$ cat config.mk
export PLATFORM = sky130hd
export DESIGN_NAME = seq_scan_ctrl
export DESIGN_NICKNAME = d
export VERILOG_FILES = /design/src/rtl/seq_scan_ctrl.sv
export SDC_FILE = /design/constraint.sdc
export NUM_CORES = 1
export LEC_CHECK = 0
export CORE_ASPECT_RATIO = 0.8
export CORE_MARGIN = 5
export CORE_UTILIZATION = 50
export CTS_BUF_LIST = sky130_fd_sc_hd__clkbuf_16
export DETAILED_ROUTE_END_ITERATION = 6
export DONT_BUFFER_PORTS = 1
export PLACE_DENSITY = 0.71
export SLEW_MARGIN = 40
export SYNTH_ARGS = -nofsm -noshare
export SYNTH_HDL_FRONTEND = slang
export SYNTH_SLANG_ARGS = --single-unit
export TNS_END_PERCENT = 5
$ cat constraint.sdc
create_clock -name clk -period 4.5 [get_ports clk]
set_clock_uncertainty 0.05 [all_clocks]
set_input_delay 0.45 -clock clk [delete_from_list [all_inputs] [get_ports clk]]
set_output_delay 0.45 -clock clk [all_outputs]
set_load 0.005 [all_outputs]
$ cat src/rtl/seq_scan_ctrl.sv
`default_nettype none
// +--------------------------------------------------------------------------+
// | seq_scan_ctrl: serializes framed words into a pattern matcher and        |
// | reports the saturating per-frame match count.   Rev 1.0                  |
// +--------------------------------------------------------------------------+
module seq_scan_ctrl #(
  parameter int DATA_W = 8,
  parameter int PAT_W  = 4,
  parameter int CNT_W  = 4
) (
  input  logic              clk,
  input  logic              rst,
  input  logic              cfg_we,
  input  logic [PAT_W-1:0]  cfg_pat,
  input  logic              cfg_overlap,
  input  logic              in_valid,
  output logic              in_ready,
  input  logic [DATA_W-1:0] in_data,
  input  logic              in_last,
  output logic              ser_bit,
  output logic              ser_en,
  output logic              match,
  output logic              out_valid,
  input  logic              out_ready,
  output logic [CNT_W-1:0]  out_count,
  output logic              busy
);

  localparam int BW = $clog2(DATA_W + 1);
  localparam int HW = $clog2(PAT_W + 1);
  localparam logic [31:0]      PAT_SEED = 32'hA;
  localparam logic [PAT_W-1:0] PAT_RST  = PAT_SEED[PAT_W-1:0];
  localparam logic [CNT_W-1:0] CNT_MAX  = '1;
  localparam logic [HW:0]      PAT_LEN  = (HW+1)'(PAT_W);
  localparam logic [HW-1:0]    HCNT_MAX = HW'(PAT_W);
  localparam logic [BW-1:0]    LAST_BIT = BW'(DATA_W - 1);

  typedef enum logic [1:0] {
    ST_IDLE   = 2'd0,
    ST_SHIFT  = 2'd1,
    ST_REPORT = 2'd2
  } state_t;

  state_t            state_q, state_d;
  logic [DATA_W-1:0] shreg_q, shreg_d;
  logic              last_q, last_d;
  logic [BW-1:0]     bit_cnt_q, bit_cnt_d;
  logic [PAT_W-2:0]  hist_q, hist_d;
  logic [HW-1:0]     hcnt_q, hcnt_d;
  logic [CNT_W-1:0]  cnt_q, cnt_d;
  logic [PAT_W-1:0]  pat_q, pat_d;
  logic              ovl_q, ovl_d;
  logic              ser_bit_q, ser_bit_d;
  logic              ser_en_q, ser_en_d;
  logic              match_q, match_d;

  logic              w_bit;
  logic [PAT_W-1:0]  w_win;
  logic              w_hit;

  // The window only counts once enough history (including this bit) exists.
  assign w_bit = shreg_q[DATA_W-1];
  assign w_win = {hist_q, w_bit};
  assign w_hit = (({1'b0, hcnt_q} + (HW+1)'(1)) >= PAT_LEN) && (w_win == pat_q);

  always_comb begin
    state_d   = state_q;
    shreg_d   = shreg_q;
    last_d    = last_q;
    bit_cnt_d = bit_cnt_q;
    hist_d    = hist_q;
    hcnt_d    = hcnt_q;
    cnt_d     = cnt_q;
    pat_d     = pat_q;
    ovl_d     = ovl_q;
    ser_bit_d = ser_bit_q;
    ser_en_d  = 1'b0;
    match_d   = 1'b0;

    case (state_q)
      ST_IDLE: begin
        if (cfg_we) begin
          pat_d = cfg_pat;
          ovl_d = cfg_overlap;
        end
        if (in_valid) begin
          shreg_d   = in_data;
          last_d    = in_last;
          bit_cnt_d = '0;
          state_d   = ST_SHIFT;
        end
      end
      ST_SHIFT: begin
        shreg_d   = {shreg_q[DATA_W-2:0], 1'b0};
        hist_d    = w_win[PAT_W-2:0];
        hcnt_d    = (hcnt_q == HCNT_MAX) ? hcnt_q : hcnt_q + HW'(1);
        ser_bit_d = w_bit;
        ser_en_d  = 1'b1;
        bit_cnt_d = bit_cnt_q + BW'(1);
        if (w_hit) begin
          match_d = 1'b1;
          if (cnt_q != CNT_MAX) cnt_d = cnt_q + CNT_W'(1);
          if (!ovl_q) hcnt_d = '0;
        end
        if (bit_cnt_q == LAST_BIT) state_d = last_q ? ST_REPORT : ST_IDLE;
      end
      ST_REPORT: begin
        if (out_ready) begin
          cnt_d   = '0;
          hist_d  = '0;
          hcnt_d  = '0;
          state_d = ST_IDLE;
        end
      end
      default: state_d = ST_IDLE;
    endcase
  end

  always_ff @(posedge clk) begin
    if (rst) begin
      state_q   <= ST_IDLE;
      shreg_q   <= '0;
      last_q    <= 1'b0;
      bit_cnt_q <= '0;
      hist_q    <= '0;
      hcnt_q    <= '0;
      cnt_q     <= '0;
      pat_q     <= PAT_RST;
      ovl_q     <= 1'b1;
      ser_bit_q <= 1'b0;
      ser_en_q  <= 1'b0;
      match_q   <= 1'b0;
    end else begin
      state_q   <= state_d;
      shreg_q   <= shreg_d;
      last_q    <= last_d;
      bit_cnt_q <= bit_cnt_d;
      hist_q    <= hist_d;
      hcnt_q    <= hcnt_d;
      cnt_q     <= cnt_d;
      pat_q     <= pat_d;
      ovl_q     <= ovl_d;
      ser_bit_q <= ser_bit_d;
      ser_en_q  <= ser_en_d;
      match_q   <= match_d;
    end
  end

  assign in_ready  = (state_q == ST_IDLE);
  assign busy      = (state_q != ST_IDLE);
  assign out_valid = (state_q == ST_REPORT);
  assign out_count = cnt_q;
  assign ser_bit   = ser_bit_q;
  assign ser_en    = ser_en_q;
  assign match     = match_q;

endmodule
`default_nettype wire

==> impl_results.md, run 1 <==
- Run status: finished clean
- Setup repair after global routing missed its margin: no
- Layout cell share with drive strength beyond 1: 7.82%
- Wire length of the first global-routing pass: 5560 um
- Highest routing layer actually used: met4
- Maximum capacitance violations: 0
- Setup tns final: 0 ns
- Area share of xor/xnor cells in the synthesized design: 2.31%
- Post-route worst setup slack: 2.34 ns
- Initial antenna violation count: 0
- Critical path depth in cells: 5
- Effective utilization at floorplan: 53.7%
- Arrival time at the worst endpoint: 2.30 ns
- Largest fanout on the critical path: 15
- Area added between synthesis and finish: 9.88%
- Number of storage elements in the synthesis netlist: 33
- Proportion of synthesized flip-flops having asynchronous set or reset: 0%
- Largest net degree at the start of global routing: 32
- Antenna viol nets, final: 0
- Type of element capturing the critical path: register
- Post-synthesis instance total: 180
- Estimated wirelength of the detail-placed design: 2320 um
- Worst IR Drop VDD: 0.000225 V
- Total of hold buffers inserted after clock tree synthesis: 0
- Portion of netlist area occupied by mux cells: 1.40%
- Largest family of logic cells by synthesized area: simple AND/OR/NAND/NOR gates
- Total number of placement rows: 17
- Length of routed met3 wiring: 262 um
- Avg WL per Cell: about 15 um
- Die span in x: 71.6 um
- Post-Synth Simple-Gate Area: 23.3%
- ANT cells: 0
- All-Layer GR Usage: 17.0%
- Highest Clock Rate: 463 MHz
- Max-slew headroom: 53.6%
- Required time of the worst setup path: 4.64 ns
- Sequential element share of the synthesized area: 43.5%
- Maximum number of buffers from clock root to sink: 2
- DRC violation count after routing: 0
- Kind of critical path: register to register
- Total of cells resized after clock tree synthesis: 0
- Top-level I/O count: 29
- Level count of the clock H-tree: 2
- Slew of the pin with the lowest slew margin: 0.693 ns
- Final Hold Violating Endpoints: 0
- Number of setup buffers added after CTS: 0
- Startpoint of the worst setup timing path: state_q[1]
- Share of the synthesized area in compound gates (AO/OA/AOI/OAI): 21.7%
- Sink Count: 33
- Number of enable-type register cells in the synthesized netlist: 0
- Critical Path Sink: out_count[3]
- Post-detailed-routing wire length: approximately 3300 um
- Clk pin slew, worst setup/hold paths: 0.05 ns
- Final setup fails: 0
- Worst-Skew Late Latency: 0.28 ns
- Number of nets at the end of the flow: ~200
- Number of DRC markers in iteration 0: 58
- Buf/Inv on CP: 0
- Number of cells in the design after placement: 209
- Global placement routability congestion: 0.806
- Hold path startpoint: rst
- Fillers: 245
- Classification of the worst-slack hold path: primary input to register
- Leftover overflow at the end of global routing: 0
- Launch instance of the worst register-to-register path: state_q[1]
- Synth Cell Area: roughly 0.0015 sq mm
- Number of port buffers: 0
- Met1 wire length: 1450 um
- Root buffer cell: sky130_fd_sc_hd__clkbuf_16
- Number of non-filler instances in the completed layout: 217
- Die Area: 0.00425 sq mm
- Leakage power total: roughly 0.67 nW
- Most common cell after layout, fill and taps aside: sky130_fd_sc_hd__dfxtp_1
- Wire length on met2: 1520 um
- Via count of the first global-routing pass: 1221
- Vias post-DR: ~1300
- Count of final max-slew check failures: 0
- Synthesis Warnings: 0
- Number of clock buffers inserted by TritonCTS: 5
- RR Endpoint: out_count[3]
- Predominant post-synthesis flop cell: sky130_fd_sc_hd__dfxtp_1
- Post-synthesis adder-cell area fraction: 3.29%
- Synthesized area per cell: 8.44 sq um
- Number of stages on the worst hold path: 1
- Largest stage delay on the critical path: 0.56 ns
- Power density over the cells: 417 mW/mm^2
- Final Critical Period: 2.16 ns
- Number of unique standard cell types used by synthesis: 33
- Worst setup SP type: register
- Die height: 59.3 um
- Highest-count cells in the layout ignoring fill and taps: sky130_fd_sc_hd__dfxtp_1 (33), sky130_fd_sc_hd__nor2_1 (29), sky130_fd_sc_hd__nand2_1 (26)
- Crit-path slowest cell: sky130_fd_sc_hd__dfxtp_1
- Core ar.: about 0.0028 sq mm
- Cell family with the largest share of critical-path delay: simple AND/OR/NAND/NOR gates
- Pre-antenna DRT Iters: 4
- Final period utilization: 48.0%
- Worst setup slack for register-to-register paths: 2.34 ns
- Pre-CTS setup slack: 2.43 ns
- Synthesized netlist net count: 203
- Ordered cell list for the critical path: nand2b_1, a31oi_1, and3_1, a41o_1, a311oi_2
- Depth of the most critical reg-to-reg path: 5
- CTS tree: yes
- Vias per std cell: slightly below 6
-- worst min path at each step --
stage | end
floorplan | ovl_q
global placement | last_q
detailed placement | last_q
CTS | last_q
global route | out_count[3]
finish | last_q
-- flip-flops by register name, summed over array words and instances (netlist names), 2 cells and up --
signal	cells
pat_q	4
out_count	4
hcnt_q	3
bit_cnt_q	4
hist_q	3
shreg_q	8
state_q	2
-- synthesized netlist by cell type (4+ instances only) --
library cell               count  area (sq um)
sky130_fd_sc_hd__nor2_1       30           113
sky130_fd_sc_hd__a21oi_1      14          70.1
sky130_fd_sc_hd__xor2_1        4          35.0
sky130_fd_sc_hd__nand2_1      26          97.6
sky130_fd_sc_hd__inv_1         7          26.3
sky130_fd_sc_hd__dfxtp_1      33           661
sky130_fd_sc_hd__nand3_1       4          20.0
sky130_fd_sc_hd__a31oi_1       5          31.3
sky130_fd_sc_hd__and3_1        5          31.3
sky130_fd_sc_hd__a311oi_1      8          70.1
sky130_fd_sc_hd__ha_1          4          50.1
-- per-layer routing --
metal,vias up,GRT usage (%)
li1,636,-
met1,607,18.6
met2,35,28.0
met3,5,7.97
met4,0,8.04
met5,-,0
-- power breakdown --
group	internal, W	switching, W
combinational	0.0000213	0.0000323
clock	0.000200	0.000120
sequential	0.000308	0.0000130
total	0.000530	0.000166
-- through the flow --
stage | hold WS [ns] | power [W] | utilization [%] | cell area [sq um]
after floorplan | 0.385 | 0.000373 | - | 1520
after global placement | 0.388 | 0.000377 | 53.9 | 1530
after detailed placement | 0.399 | 0.000380 | 53.9 | 1530
after CTS | 0.183 | 0.000698 | 58.8 | 1660
after global routing | 0.185 | 0.000725 | 59.0 | 1670
final | 0.190 | 0.000696 | 59.0 | 1670
-- worst register-to-register path: stages, from the launching register on --
cell	delay, ns
sky130_fd_sc_hd__dfxtp_1	0.56
sky130_fd_sc_hd__nand2b_1	0.54
sky130_fd_sc_hd__a31oi_1	0.11
sky130_fd_sc_hd__and3_1	0.28
sky130_fd_sc_hd__a41o_1	0.28
sky130_fd_sc_hd__a311oi_2	0.25
-- cell families (layout without fill, tap and decap cells) --
kind of cell	count (synthesis)	in the layout
buffers and inverters	16	15
muxes	2	2
xor gates and xnor gates	4	4
DFF	33	33
AOI/OAI and AO/OA	44	44
adders and majority gates	4	4
and+or+nand+nor	77	77
-- area by class of cell --
cell class              count  area [sq um]  area share [%]
clock inverters             3          13.8           0.825
well taps                  38          47.5            2.85
multi-input cells         131           796            47.7
flip-flops and latches     33           661            39.6
inverters                   7          26.3            1.57
clock buffers               5           125            7.50
(Power assumes the default switching activity.)
==> inputs of run 2 (changes only) <==
PLACE_DENSITY = 0.74   (was 0.71)
clock period = 1.8 ns   (was 4.5 ns; I/O delays follow)
==> impl_results.md, run 2 (synthesis gave the netlist of run 1 again) <==
- Worst setup slack for register-to-register paths: around 0.13 ns
- Power density over the cells: 987 mW/mm^2
- Die span in x: approximately 72 um
- Maximum capacitance violations: 0
- Global placement routability congestion: 0.832
- Total power consumption of the routed design: between 0.0015 and 0.002 W
- Total number of placement rows: 17
- Leakage power total: 0.715 nW
- Avg WL per Cell: 14.3 um
- Worst setup SP type: register
- Antenna viol nets, final: 0
- Highest-count cells in the layout ignoring fill and taps: sky130_fd_sc_hd__dfxtp_1 (31), sky130_fd_sc_hd__nor2_1 (30), sky130_fd_sc_hd__nand2_1 (26)
- Number of port buffers: 0
- Largest register by flop count: shreg_q
- Setup repair after global routing missed its margin: no
- Post-route worst setup slack: 0.131 ns
- Final Hold Violating Endpoints: 0
- Arrival time at the worst endpoint: around 1.8 ns
- Worst IR Drop VDD: 0.000653 V
- DRC violation count after routing: 0
- Most common cell after layout, fill and taps aside: sky130_fd_sc_hd__dfxtp_1
- Highest Clock Rate: between 500 and 600 MHz
- CTS tree: yes
- Die height: 59.3 um
- Worst hold margin: 0.00888 ns
- Die Area: ~0.0042 sq mm
- Maximum number of buffers from clock root to sink: 2
- ANT cells: 0
- Count of final max-slew check failures: 0
- Level count of the clock H-tree: 2
- Root buffer cell: sky130_fd_sc_hd__clkbuf_16
- Area added between synthesis and finish: 15.7%
- Layout cell share with drive strength beyond 1: 13.2%
- Number of DRC markers in iteration 0: 90
- Pre-antenna DRT Iters: 4
- Required time of the worst setup path: 1.94 ns
- Worst-Skew Late Latency: around 0.27 ns
- Number of clock buffers inserted by TritonCTS: 5
- Largest fanout on the critical path: 4
- Footprint of the multi-input gates: 808 sq um
- Max-slew headroom: roughly 66%
- Estimated wirelength of the detail-placed design: between 2000 and 2500 um
- Setup tns final: 0 ns
- Fillers: 248
- Classification of the worst-slack hold path: primary input to register
- All-Layer GR Usage: 16.4%
- Initial antenna violation count: 0
- Vias post-DR: 1288
- Kind of critical path: register to register
- Number of nets at the end of the flow: about 210
- Final Critical Period: roughly 1.7 ns
- Number of setup buffers added after CTS: 0
- Run status: finished clean
- Fin util: 62.1%
- Final setup fails: 0
- Slew of the pin with the lowest slew margin: 0.507 ns
- Number of flip-flops under the largest register name: 8
- Post-detailed-routing wire length: roughly 3200 um
- Vias per std cell: between 5 and 6
- Sink Count: 33
- Effective utilization at floorplan: a little over half
- Sequential cell area: 663 sq um
- Type of element capturing the critical path: register
- Via count of the first global-routing pass: 1244
- Core ar.: 0.00283 sq mm
- Pre-CTS setup slack: -0.0194 ns
- Wire length of the first global-routing pass: approximately 5400 um
- Largest net degree at the start of global routing: 30
- Leftover overflow at the end of global routing: 0
- Final period utilization: 92.7%
- Top-level I/O count: 29
- Clk pin slew, worst setup/hold paths: 0.05 ns
run 2: changes by cell type in the layout (fill, tap and decap cells not counted), sizes merged:
cell	previous run	this run
buf	0	11
clkinv	2	1
run 2: layout make-up:
type	instances	share of cell area (%)
Multi-Input combinational cell	131	46.0
Clock inverter	2	0.427
Tap cell	38	2.70
Sequential cell	33	37.7
Inverter	7	1.49
Clock buffer	5	7.12
Timing Repair Buffer	11	4.56
run 2: critical path, cell delays in order, from the launching register on:
cell	delay (ns)
sky130_fd_sc_hd__dfxtp_2	0.38
sky130_fd_sc_hd__ha_4	0.17
sky130_fd_sc_hd__nor2_1	0.06
sky130_fd_sc_hd__nor4_4	0.31
sky130_fd_sc_hd__and3_4	0.26
sky130_fd_sc_hd__a41oi_2	0.12
sky130_fd_sc_hd__a311oi_2	0.23
run 2: path summary, 6_finish.rpt:
path / startpoint / endpoint / depth (start not counted)
hold reg to reg: last_q / last_q / 2
hold / removal: cfg_pat[0] / pat_q[0] / 2
setup reg to reg: hcnt_q[0] / out_count[3] / 6
setup / recovery: hcnt_q[0] / out_count[3] / 6
run 2: metal layers:
metal	wire length [um]	vias to the layer above	global-route usage, %
met4	74	0	8.85
met3	234	7	5.42
met1	1400	587	18.8
met2	1540	41	27.4
li1	-	653	-
met5	0	-	0
run 2: repair_timing:
| item | 4_1_cts | 5_1_grt |
|---|---|---|
| endpoints found under the hold margin | 29 | 0 |
| pin swaps | 1 | 2 |
| resized for setup | 1 | 4 |
| endpoints found under the setup margin | 1 | 3 |
| hold buffers | 1 | 0 |
run 2: report_power, final:
| part | switching (W) | internal [W] | leakage, nW | total, W |
|---|---|---|---|---|
| logic | 0.0000938 | 0.0000655 | 0.375 | 0.000159 |
| registers | 0.0000331 | 0.000773 | 0.271 | 0.000806 |
| clock network | 0.000277 | 0.000493 | 0.0685 | 0.000770 |
| total | 0.000404 | 0.00133 | 0.715 | 0.00173 |
run 2: stage by stage:
| step | instances | area (sq um) |
|---|---|---|
| finish | 227 | 1760 |
| global route | 227 | 1760 |
| CTS | 227 | 1750 |
| detailed placement | 219 | 1600 |
| global placement | 219 | 1600 |
| floorplan | 180 | 1520 |
